### config.mk
export PLATFORM = sky130hd
export DESIGN_NAME = aes_cipher_client
export DESIGN_NICKNAME = d
export VERILOG_FILES = /design/src/rtl/aes_cipher_client.sv
export SDC_FILE = /design/constraint.sdc
export NUM_CORES = 1
export LEC_CHECK = 0
export BUFFER_PORTS_ARGS = -buffer_cell sky130_fd_sc_hd__buf_4
export CORE_AREA = 2 2 466 468
export CTS_BUF_LIST = sky130_fd_sc_hd__clkbuf_16
export CTS_CLUSTER_DIAMETER = 80
export CTS_CLUSTER_SIZE = 25
export DETAILED_ROUTE_END_ITERATION = 12
export DIE_AREA = 0 0 468 470
export GPL_ROUTABILITY_DRIVEN = 0
export SLEW_MARGIN = 20
export SYNTH_ARGS = -nofsm -noshare
export SYNTH_HDL_FRONTEND = slang
export SYNTH_SLANG_ARGS = --single-unit
### constraint.sdc
create_clock -name clk_i -period 2.4 [get_ports clk_i]
set_input_delay 0.12 -clock clk_i [delete_from_list [all_inputs] [get_ports clk_i]]
set_output_delay 0.12 -clock clk_i [all_outputs]
set_load 0.02 [all_outputs]
### src/rtl/aes_cipher_client.sv
// ============================================================================
// Module   : aes_cipher_client
// Purpose  : Single-job initiator for the AES cipher core. It runs decrypt-key
//            generation when a decrypt job needs it, then the crypt request,
//            and returns the result state together with an error flag.
// Options  : AES_CLIENT_KEY_CACHE_EN keeps the key of the last successful
//            dec-key-gen so that repeat decrypts skip key generation.
// Revision : 1.0 - initial release
// ============================================================================
`default_nettype none

module aes_cipher_client #(
    parameter int TIMEOUT_CYCLES = 1023
) (
    input  logic         clk_i,
    input  logic         rst_i,
    input  logic         blk_req_valid_i,
    output logic         blk_req_ready_o,
    input  logic         blk_op_i,
    input  logic [2:0]   blk_key_len_i,
    input  logic [255:0] blk_key_i,
    input  logic [127:0] blk_data_i,
    output logic         blk_res_valid_o,
    input  logic         blk_res_ready_i,
    output logic [127:0] blk_res_data_o,
    output logic         blk_res_err_o,
    output logic         core_dec_key_gen_valid_o,
    input  logic         core_dec_key_gen_ack_i,
    output logic         core_dec_key_gen_data_o,
    input  logic         core_dec_key_gen_res_valid_i,
    input  logic         core_dec_key_gen_res_data_i,
    output logic         core_crypt_valid_o,
    input  logic         core_crypt_ack_i,
    output logic [127:0] core_crypt_data_o,
    output logic [255:0] core_key_pack_o,
    output logic [2:0]   core_key_len_o,
    output logic [5:0]   core_ctrl_o,
    input  logic         core_crypt_res_valid_i,
    output logic         core_crypt_res_ack_o,
    input  logic [257:0] core_crypt_res_data_i
);

    localparam int              c_tw   = $clog2(TIMEOUT_CYCLES + 1);
    localparam logic [c_tw-1:0] c_tmax = c_tw'(TIMEOUT_CYCLES - 1);

    localparam logic [2:0] c_idle    = 3'd0;
    localparam logic [2:0] c_kg_req  = 3'd1;
    localparam logic [2:0] c_kg_wait = 3'd2;
    localparam logic [2:0] c_cr_req  = 3'd3;
    localparam logic [2:0] c_cr_wait = 3'd4;
    localparam logic [2:0] c_resp    = 3'd5;

    logic [2:0]      r_state;
    logic [2:0]      w_next;
    logic [c_tw-1:0] r_timer;
    logic [1:0]      r_ctrl_op;
    logic [255:0]    r_key;
    logic [2:0]      r_key_len;
    logic [127:0]    r_data;
    logic [127:0]    r_res_data;
    logic            r_res_err;
    logic            r_err;

    logic w_accept;
    logic w_timer_done;
    logic w_timeout_hit;
    logic w_core_state;
    logic w_kg_done;
    logic w_cr_done;
    logic w_cr_err;
    logic w_cache_hit;
    logic w_unused;

    assign w_accept     = blk_req_valid_i & blk_req_ready_o;
    assign w_timer_done = (r_timer == c_tmax);
    assign w_core_state = (r_state == c_kg_req) | (r_state == c_kg_wait) |
                          (r_state == c_cr_req) | (r_state == c_cr_wait);
    assign w_kg_done    = (r_state == c_kg_wait) & core_dec_key_gen_res_valid_i;
    assign w_cr_done    = (r_state == c_cr_wait) & core_crypt_res_valid_i;
    assign w_cr_err     = core_crypt_res_data_i[129] | r_err;
    assign w_unused     = ^{core_crypt_res_data_i[257:130], core_crypt_res_data_i[128]};

    always_ff @(posedge clk_i) begin
        if (rst_i) r_state <= c_idle;
        else       r_state <= w_next;
    end

    // A same-cycle ack/result wins over an expiring timer.
    always_comb begin
        w_next        = r_state;
        w_timeout_hit = 1'b0;
        case (r_state)
            c_idle: begin
                if (w_accept) w_next = (blk_op_i && !w_cache_hit) ? c_kg_req : c_cr_req;
            end
            c_kg_req: begin
                if (core_dec_key_gen_ack_i) w_next = c_kg_wait;
                else if (w_timer_done) begin w_next = c_resp; w_timeout_hit = 1'b1; end
            end
            c_kg_wait: begin
                if (core_dec_key_gen_res_valid_i) w_next = c_cr_req;
                else if (w_timer_done) begin w_next = c_resp; w_timeout_hit = 1'b1; end
            end
            c_cr_req: begin
                if (core_crypt_ack_i) w_next = c_cr_wait;
                else if (w_timer_done) begin w_next = c_resp; w_timeout_hit = 1'b1; end
            end
            c_cr_wait: begin
                if (core_crypt_res_valid_i) w_next = c_resp;
                else if (w_timer_done) begin w_next = c_resp; w_timeout_hit = 1'b1; end
            end
            c_resp: begin
                if (blk_res_ready_i) w_next = c_idle;
            end
            default: w_next = c_idle;
        endcase
    end

    always_ff @(posedge clk_i) begin
        if (rst_i) begin
            r_timer    <= '0;
            r_ctrl_op  <= 2'b00;
            r_key      <= '0;
            r_key_len  <= '0;
            r_data     <= '0;
            r_res_data <= '0;
            r_res_err  <= 1'b0;
            r_err      <= 1'b0;
        end else begin
            r_timer <= (w_core_state && (w_next == r_state)) ? r_timer + 1'b1 : '0;
            if (w_accept) begin
                r_ctrl_op <= blk_op_i ? 2'b10 : 2'b01;
                r_key     <= blk_key_i;
                r_key_len <= blk_key_len_i;
                r_data    <= blk_data_i;
                r_err     <= 1'b0;
            end
            if (w_kg_done) r_err <= r_err | core_dec_key_gen_res_data_i;
            if (w_cr_done) begin
                r_res_data <= w_cr_err ? 128'd0 : core_crypt_res_data_i[127:0];
                r_res_err  <= w_cr_err;
            end
            if (w_timeout_hit) begin
                r_res_data <= '0;
                r_res_err  <= 1'b1;
            end
        end
    end

`ifdef AES_CLIENT_KEY_CACHE_EN
    logic         r_cache_valid;
    logic [255:0] r_cache_key;
    logic [2:0]   r_cache_len;

    assign w_cache_hit = r_cache_valid &&
                         ({r_cache_key, r_cache_len} == {blk_key_i, blk_key_len_i});

    always_ff @(posedge clk_i) begin
        if (rst_i) begin
            r_cache_valid <= 1'b0;
            r_cache_key   <= '0;
            r_cache_len   <= '0;
        end else if (w_kg_done && !core_dec_key_gen_res_data_i) begin
            r_cache_valid <= 1'b1;
            r_cache_key   <= r_key;
            r_cache_len   <= r_key_len;
        end else if (w_kg_done || w_timeout_hit || (w_cr_done && w_cr_err)) begin
            r_cache_valid <= 1'b0;
        end
    end
`else
    assign w_cache_hit = 1'b0;
`endif

    assign blk_req_ready_o          = (r_state == c_idle) & ~rst_i;
    assign blk_res_valid_o          = (r_state == c_resp);
    assign blk_res_data_o           = r_res_data;
    assign blk_res_err_o            = r_res_err;
    assign core_dec_key_gen_valid_o = (r_state == c_kg_req);
    assign core_dec_key_gen_data_o  = 1'b1;
    assign core_crypt_valid_o       = (r_state == c_cr_req);
    assign core_crypt_data_o        = r_data;
    assign core_key_pack_o          = r_key;
    assign core_key_len_o           = r_key_len;
    assign core_ctrl_o              = {3'b000, 1'b1, r_ctrl_op};
    // Results arriving outside CR_WAIT are acked too, so a stale core drains.
    assign core_crypt_res_ack_o     = core_crypt_res_valid_i & ~rst_i;

endmodule

`default_nettype wire

==> results of run 1 <==
## worst max-delay path by stage
stage,start,end,depth (start not counted)
detailed placement,r_state[0],blk_res_data_o[16],7
finish,r_state[2],core_key_pack_o[229],7
global placement,r_state[0],blk_res_data_o[9],7
CTS,r_state[1],core_key_pack_o[112],7
floorplan,r_state[1],core_key_pack_o[138],7
global route,r_state[2],core_key_pack_o[229],7
## state kept, by name, indices dropped and copies added (netlist names)
name and flops:
core_key_len_o 3, r_ctrl_op 2, r_timer 10, r_state 3
blk_res_err_o 1, r_err 1, core_crypt_data_o 128, core_key_pack_o 256
blk_res_data_o 128
## layer usage
metal | GRT usage | wire length, um | vias to the layer above | part of all wire
met4 | 0.0790 | 10700 | 50 | 0.067
met3 | 0.0963 | 25900 | 338 | 0.16
met5 | 0 | 311 | - | 0.0020
li1 | - | - | 10700 | -
met2 | 0.212 | 68000 | 1297 | 0.43
met1 | 0.132 | 54200 | 10900 | 0.34
## final cells by class
class / instances / area [sq um] / share of cell area
multi-input cells: 1509 / 7110 / 0.185
inverters: 3 / 11.3 / 0.000294
diodes: 50 / 125 / 0.00326
clock inverters: 51 / 845 / 0.0220
repair buffers: 1692 / 14600 / 0.381
well taps: 2854 / 3570 / 0.0931
flip-flops and latches: 532 / 10700 / 0.278
clock buffers: 58 / 1450 / 0.0378
## cell usage after synthesis (2+ instances only)
cell type,count
nand4_1,2
nand2b_1,2
buf_1,3
a21oi_1,397
nand2_1,781
nor3_1,129
buf_2,42
clkbuf_1,112
dfxtp_1,532
and4_1,3
nor3_2,2
nor3b_1,3
nor4_1,10
xnor2_1,2
inv_1,3
and2_1,3
nand3_1,6
nor2b_1,6
conb_1,2
o21ai_0,2
a22oi_1,130
ha_1,2
xor2_1,6
buf_6,33
nor2_1,4
buf_4,6
## cells in the final DEF, fill, tap and decap left out, types with 3 or more instances in the layout
cell type / instances
buf_4: 1071
nand2_1: 778
dlygate4sd3_1: 589
dfxtp_1: 531
a21oi_1: 396
a22oi_1: 130
nor3_1: 129
clkbuf_16: 60
diode_2: 50
buf_12: 25
inv_12: 13
inv_16: 11
nor4_1: 10
nand3_1: 6
nor2b_1: 6
xor2_1: 6
inv_1: 6
conb_1: 5
bufinv_16: 5
nor2_1: 4
clkinv_8: 4
nor3b_1: 3
and4_1: 3
nand2_4: 3
clkinv_16: 3
inv_8: 3
buf_16: 3
## power by group through the flow
| stage | combinational [mW] | clock (mW) | sequential, mW |
|---|---|---|---|
| after floorplan | 0.991 | 0 | 10.1 |
| after detailed placement | 3.53 | 0 | 9.63 |
| after global routing | 4.76 | 11.4 | 9.48 |
| after CTS | 4.44 | 11.2 | 9.43 |
| final | 4.42 | 10.8 | 9.43 |
| after global placement | 3.50 | 0 | 9.61 |
## critical path: cells and delay by family (launching register included)
kind | cells | cell delay [ps]
buffers and inverters | 3 | 940
AO/OA/AOI/OAI | 1 | 150
flip-flops | 1 | 360
AND/OR/NAND/NOR | 3 | 710
## cell families (layout without fill, tap and decap cells)
kind of cell | count (synthesis) | after routing | synth area share
and+or+nand+nor | 956 | 956 | 0.207
AOI/OAI and AO/OA | 538 | 538 | 0.162
DFF | 532 | 532 | 0.568
buffers and inverters | 199 | 1804 | 0.0570
xor gates and xnor gates | 8 | 8 | 0.00374
adders and majority gates | 2 | 2 | 0.00133
other | 2 | 55 | 0.000400
## timing repair
| action | CTS | global route |
|---|---|---|
| endpoints found under the setup margin | 0 | 51 |
| hold buffers | 589 | 0 |
| gates resized for setup | 0 | 10 |
| buffers inserted | 0 | 3 |
| endpoints found under the hold margin | 522 | 0 |
==> flow_summary_export.csv, run 1 <==
group,metric,value,unit
routing,drtIter0Drc,1510,
power_and_ir_drop,p_total,24.6,mW
setup_path,startpoint_type,"flop",
sta,finalClockSkew,20.4,ps
global_routing,grt_max_degree,175,
power_and_ir_drop,ir_drop,0.000611,V
setup_path,critPathKind,"reg -> reg",
layout,area_delta_synth_final,105,%
yosys,synth_top_area_cell,"dfxtp_1",
yosys,yosysWarnings,0,
min_path,hold_path_class,"in -> reg",
yosys,ys_seq_area_frac,0.568,
power_and_ir_drop,p_leak,15.2,nW
routing,firstDrtPassIters,7,
min_path,hold_end,"r_timer[6]",
place,placed_area,0.0299,sq mm
floorplanning,dieArea,0.220,sq mm
sta,final.setup.worst_slack,97.0,ps
power_and_ir_drop,clockPowerShare,0.437,
sta,whs,176,ps
min_path,min_from,"core_crypt_res_valid_i",
setup_path,arrival,2970,ps
yosys,syn_inst,2237,
setup_path,critPathMaxFanout,74,
clock_network,cts_root_buf,"clkbuf_16",
yosys,synth_top_area_share,0.568,
clock_network,cts.htree.levels,2,
place,preCtsSetupSlack,382,ps
sta,final-setup-viol-count,0,
floorplanning,rows,171,
clock_network,cts.sinks,532,
routing,ant_nets,0,
setup_path,r2r_end,"core_key_pack_o[229]",
setup_path,worstSetupEndpointType,"flop",
layout,fin_area,0.0384,sq mm
setup_path,cp_cell_sequence,"nor4_4, and2_4, buf_12, buf_16, nand2_1, a21oi_1, dlygate4sd3_1",
power_and_ir_drop,switching_share,0.321,
yosys,synthesis.area,0.0188,sq mm
global_routing,grt_pass1_vias,23100,
global_routing,grt_usage,0.136,
run_status,status,"finished, final reports clean",
yosys,ys_seq_elements,532,
sta,rsz0062_at_grt,"true",
yosys,yosysUniqueCellTypes,40,
place,post-place-cells,5996,
global_routing,antenna_found_initial,129,
layout,layout-drive-gt1-share,0.317,
layout,fin_util,0.178,
sta,slew_violations,0,
layout,fin_nets,4453,
routing,finalWirelength,159000,um
yosys,synth.area.top_cells,"dfxtp_1, nand2_1, a21oi_1",
yosys,synth_ff_type,"dfxtp_1",
clock_network,path_clk_slew,80,ps
power_and_ir_drop,power.internal,16.7,mW
run,maxCapViolations,0,
yosys,async_flop_share,0,
sta,fmax,434,MHz
routing,vias,23200,
floorplanning,die_height,470,um
power_and_ir_drop,power.density,642,mW/mm^2
clock_network,clockBufferDepth,3,
routing,wl_per_cell,23.6,um
global_routing,globalRoute.totalOverflow,0,
power_and_ir_drop,power_frac_comb,0.180,
clock_network,cts_tree,"done",
setup_path,reg2reg_depth,7,
layout,nFillCells,23900,
yosys,synth_edf_count,0,
setup_path,ff2ff_setup_slack,100,ps
routing,routed_via_density,3.44,
clock_network,cts_buffers,58,
setup_path,required,3070,ps
yosys,synth_area_per_cell,8.38,sq um
sta,fin_crit_sh,0.960,
floorplanning,coreArea,0.216,sq mm
setup_path,cp_slowest_stage_delay,570,ps
setup_path,reg2reg_from,"r_state[2]",
sta,hold_viol,0,
floorplanning,die_w,468,um
sta,tightest_slew,1030,ps
sta,tns,0,ps
setup_path,cp_slowest_cell,"dlygate4sd3_1",
clock_network,clkLatencyLatePin,730,ps
floorplanning,initial_core_util,0.0870,
global_routing,grt_pass1_wl,202000,um
layout,final_cells,6749,
sta,min_period,2300,ps
routing,drcViolationCount,0,
min_path,min_path_cells,5,
place,port_buffers,1048,
power_and_ir_drop,switching_power,7.90,mW
power_and_ir_drop,seqPwrFrac,0.383,
sta,timing.slew.headroom,0.311,
place,dp_hpwl,131000,um
floorplanning,num_io_pins,1183,
Power figures use the tool's default switching activity.
==> run 2: changes to the inputs <==
- ABC_AREA: unset -> 0
- CORE_AREA: 2 2 466 468 -> 4 4 454 456
- DIE_AREA: 0 0 468 470 -> 0 0 458 460
==> run 2 against run 1 <==
Clock skew rose by 8.5 ps. Critical path depth did not move. Global-route usage rose by 1.2 points. Clock power fell by 6%. Power fell by 2.5%. Non-clock buffer count fell by 23. Final area fell by 1.7%. Hold slack got worse by 50 ps. Count of clock-buffer cells in the layout fell by 2. Setup slack improved by 15 ps. Wire length rose by 3.8%. First-iteration DRC count rose by 2.2%. Critical path type unchanged. Highest routed layer unchanged.
==> flow_summary_export.csv, run 2 (synthesis results as in run 1) <==
group,metric,value,unit
routing,routed_via_density,3.55,
global_routing,grt_max_degree,179,
power_and_ir_drop,clockPowerShare,0.421,
run,maxCapViolations,0,
power_and_ir_drop,switching_power,7.77,mW
place,port_buffers,1048,
global_routing,grt_pass1_vias,23000,
floorplanning,die_w,458,um
floorplanning,coreArea,0.202,sq mm
clock_network,clockBufferDepth,3,
setup_path,critPathMaxFanout,12,
power_and_ir_drop,seqPwrFrac,0.393,
layout,largest_reg_flops,256,
routing,finalWirelength,165000,um
global_routing,grt_usage,0.149,
floorplanning,die_height,460,um
global_routing,antenna_found_initial,142,
clock_network,cts_buffers,55,
power_and_ir_drop,power_frac_comb,0.186,
clock_network,cts.htree.levels,2,
sta,timing.slew.headroom,0.288,
power_and_ir_drop,ir_drop,0.000634,V
setup_path,cp_slowest_cell,"dlygate4sd3_1",
routing,vias,23300,
floorplanning,num_io_pins,1183,
setup_path,cpMostUsedCell,"buf_4",
floorplanning,dieArea,0.211,sq mm
routing,wl_per_cell,25.2,um
layout,layout_commonest_cell,"buf_4",
clock_network,clkLatencyLatePin,700,ps
layout,layout_common_cells,"buf_4, nand2_1, dlygate4sd3_1",
setup_path,required,3000,ps
layout,nFillCells,22300,
sta,slew_violations,0,
floorplanning,rows,165,
global_routing,globalRoute.totalOverflow,0,
clock_network,cts_tree,"done",
routing,drcViolationCount,0,
run_status,status,"finished, final reports clean",
clock_network,path_clk_slew,70,ps
power_and_ir_drop,p_leak,15.2,nW
sta,tightest_slew,1070,ps
routing,ant_nets,0,
power_and_ir_drop,power.internal,16.2,mW
place,dp_hpwl,137000,um
sta,tns,0,ps
layout,fin_nets,4427,
sta,fin_crit_sh,0.953,
min_path,hold_path_class,"in -> reg",
setup_path,cp_cell_sequence,"buf_4, nor2b_1, buf_4, a22oi_1, dlygate4sd3_1, a311o_1, a21oi_1",
sta,fmax,437,MHz
layout,area_delta_synth_final,101,%
setup_path,worstSetupEndpointType,"flop",
routing,drtIter0Drc,1543,
setup_path,cp_slowest_stage_delay,580,ps
setup_path,critPathKind,"reg -> reg",
clock_network,cts_root_buf,"clkbuf_16",
power_and_ir_drop,switching_share,0.324,
power_and_ir_drop,power.density,636,mW/mm^2
clock_network,cts.sinks,532,
global_routing,grt_pass1_wl,211000,um
floorplanning,initial_core_util,0.0930,
sta,finalClockSkew,28.9,ps
setup_path,startpoint_type,"flop",
sta,min_period,2290,ps
sta,final-setup-viol-count,0,
layout,fin_util,0.187,
routing,firstDrtPassIters,5,
layout,layout-drive-gt1-share,0.318,
setup_path,arrival,2890,ps
sta,hold_viol,0,
run 2: changes by cell type in the layout (fill, tap and decap cells not counted), moves of 3 or more:
cell,delta
bufinv_16,-3
inv_8,+4
buf_12,+3
inv_12,-5
clkinv_8,+9
diode_2,+8
dlygate4sd3_1,-20
clkbuf_16,-4
clkinv_16,-3
run 2: power groups by stage:
stage                     Clock, mW  Combinational (mW)  Sequential, mW
after floorplan                   0               0.991            10.1
after global placement            0                3.53            9.61
after detailed placement          0                3.55            9.63
after CTS                      10.5                4.51            9.43
after global routing           10.7                4.79            9.47
final                          10.1                4.46            9.43
run 2: path summary, 6_finish.rpt:
kind	slack (ps)	cells after the start	start	endpoint
worst max-delay path	110	7	r_state[1]	r_state[0]
worst min register to register	460	2	core_key_pack_o[74]	core_key_pack_o[74]
worst min-delay path	130	5	core_crypt_res_valid_i	r_timer[6]
worst max register to register	110	7	r_state[1]	r_state[0]
run 2: area by class of cell:
cell class | instances | area [sq um] | area share
multi-input combinational | 1509 | 7090 | 0.188
tap | 2672 | 3340 | 0.0887
clock buffer | 56 | 1400 | 0.0372
inverter | 3 | 11.3 | 0.000299
clock inverter | 48 | 728 | 0.0193
sequential | 532 | 10700 | 0.282
timing repair buffer | 1669 | 14300 | 0.380
antenna | 58 | 145 | 0.00385
run 2: per-stage QoR:
| stage | power [mW] | setup slack, ps | hold WS, ps | area (sq um) | instances |
|---|---|---|---|---|---|
| 2_1_floorplan | 11.0 | 694 | 256 | 18800 | 2240 |
| 3_3_place_gp | 13.1 | 378 | 371 | 29700 | 5811 |
| 3_5_place_dp | 13.2 | 297 | 376 | 29700 | 5811 |
| 4_1_cts | 24.4 | 14.9 | 6.41 | 37500 | 6484 |
| 5_1_grt | 25.0 | -9.71 | 112 | 37600 | 6521 |
| 6_report | 24.0 | 112 | 126 | 37700 | 6547 |
run 2: timing repair:
| action | CTS | global route |
|---|---|---|
| hold buffers | 569 | 0 |
| gates resized for setup | 0 | 3 |
| endpoints found under the setup margin | 0 | 17 |
| buffers inserted | 0 | 5 |
| endpoints found under the hold margin | 531 | 0 |
run 2: worst max-delay path, delay by kind of cell (launching register included):
| family | cells | cell delay, ps |
|---|---|---|
| buffers and inverters | 3 | 960 |
| DFF | 1 | 490 |
| AOI/OAI and AO/OA | 3 | 580 |
| and+or+nand+nor | 1 | 180 |
run 2: layer usage:
metal  global-route usage  part of all wire  up-vias
met2                0.231              0.43     1300
li1                     -                 -    10600
met4               0.0728             0.057       62
met1                0.155              0.36    10900
met3               0.0973              0.15      340
met5                    0            0.0024        -
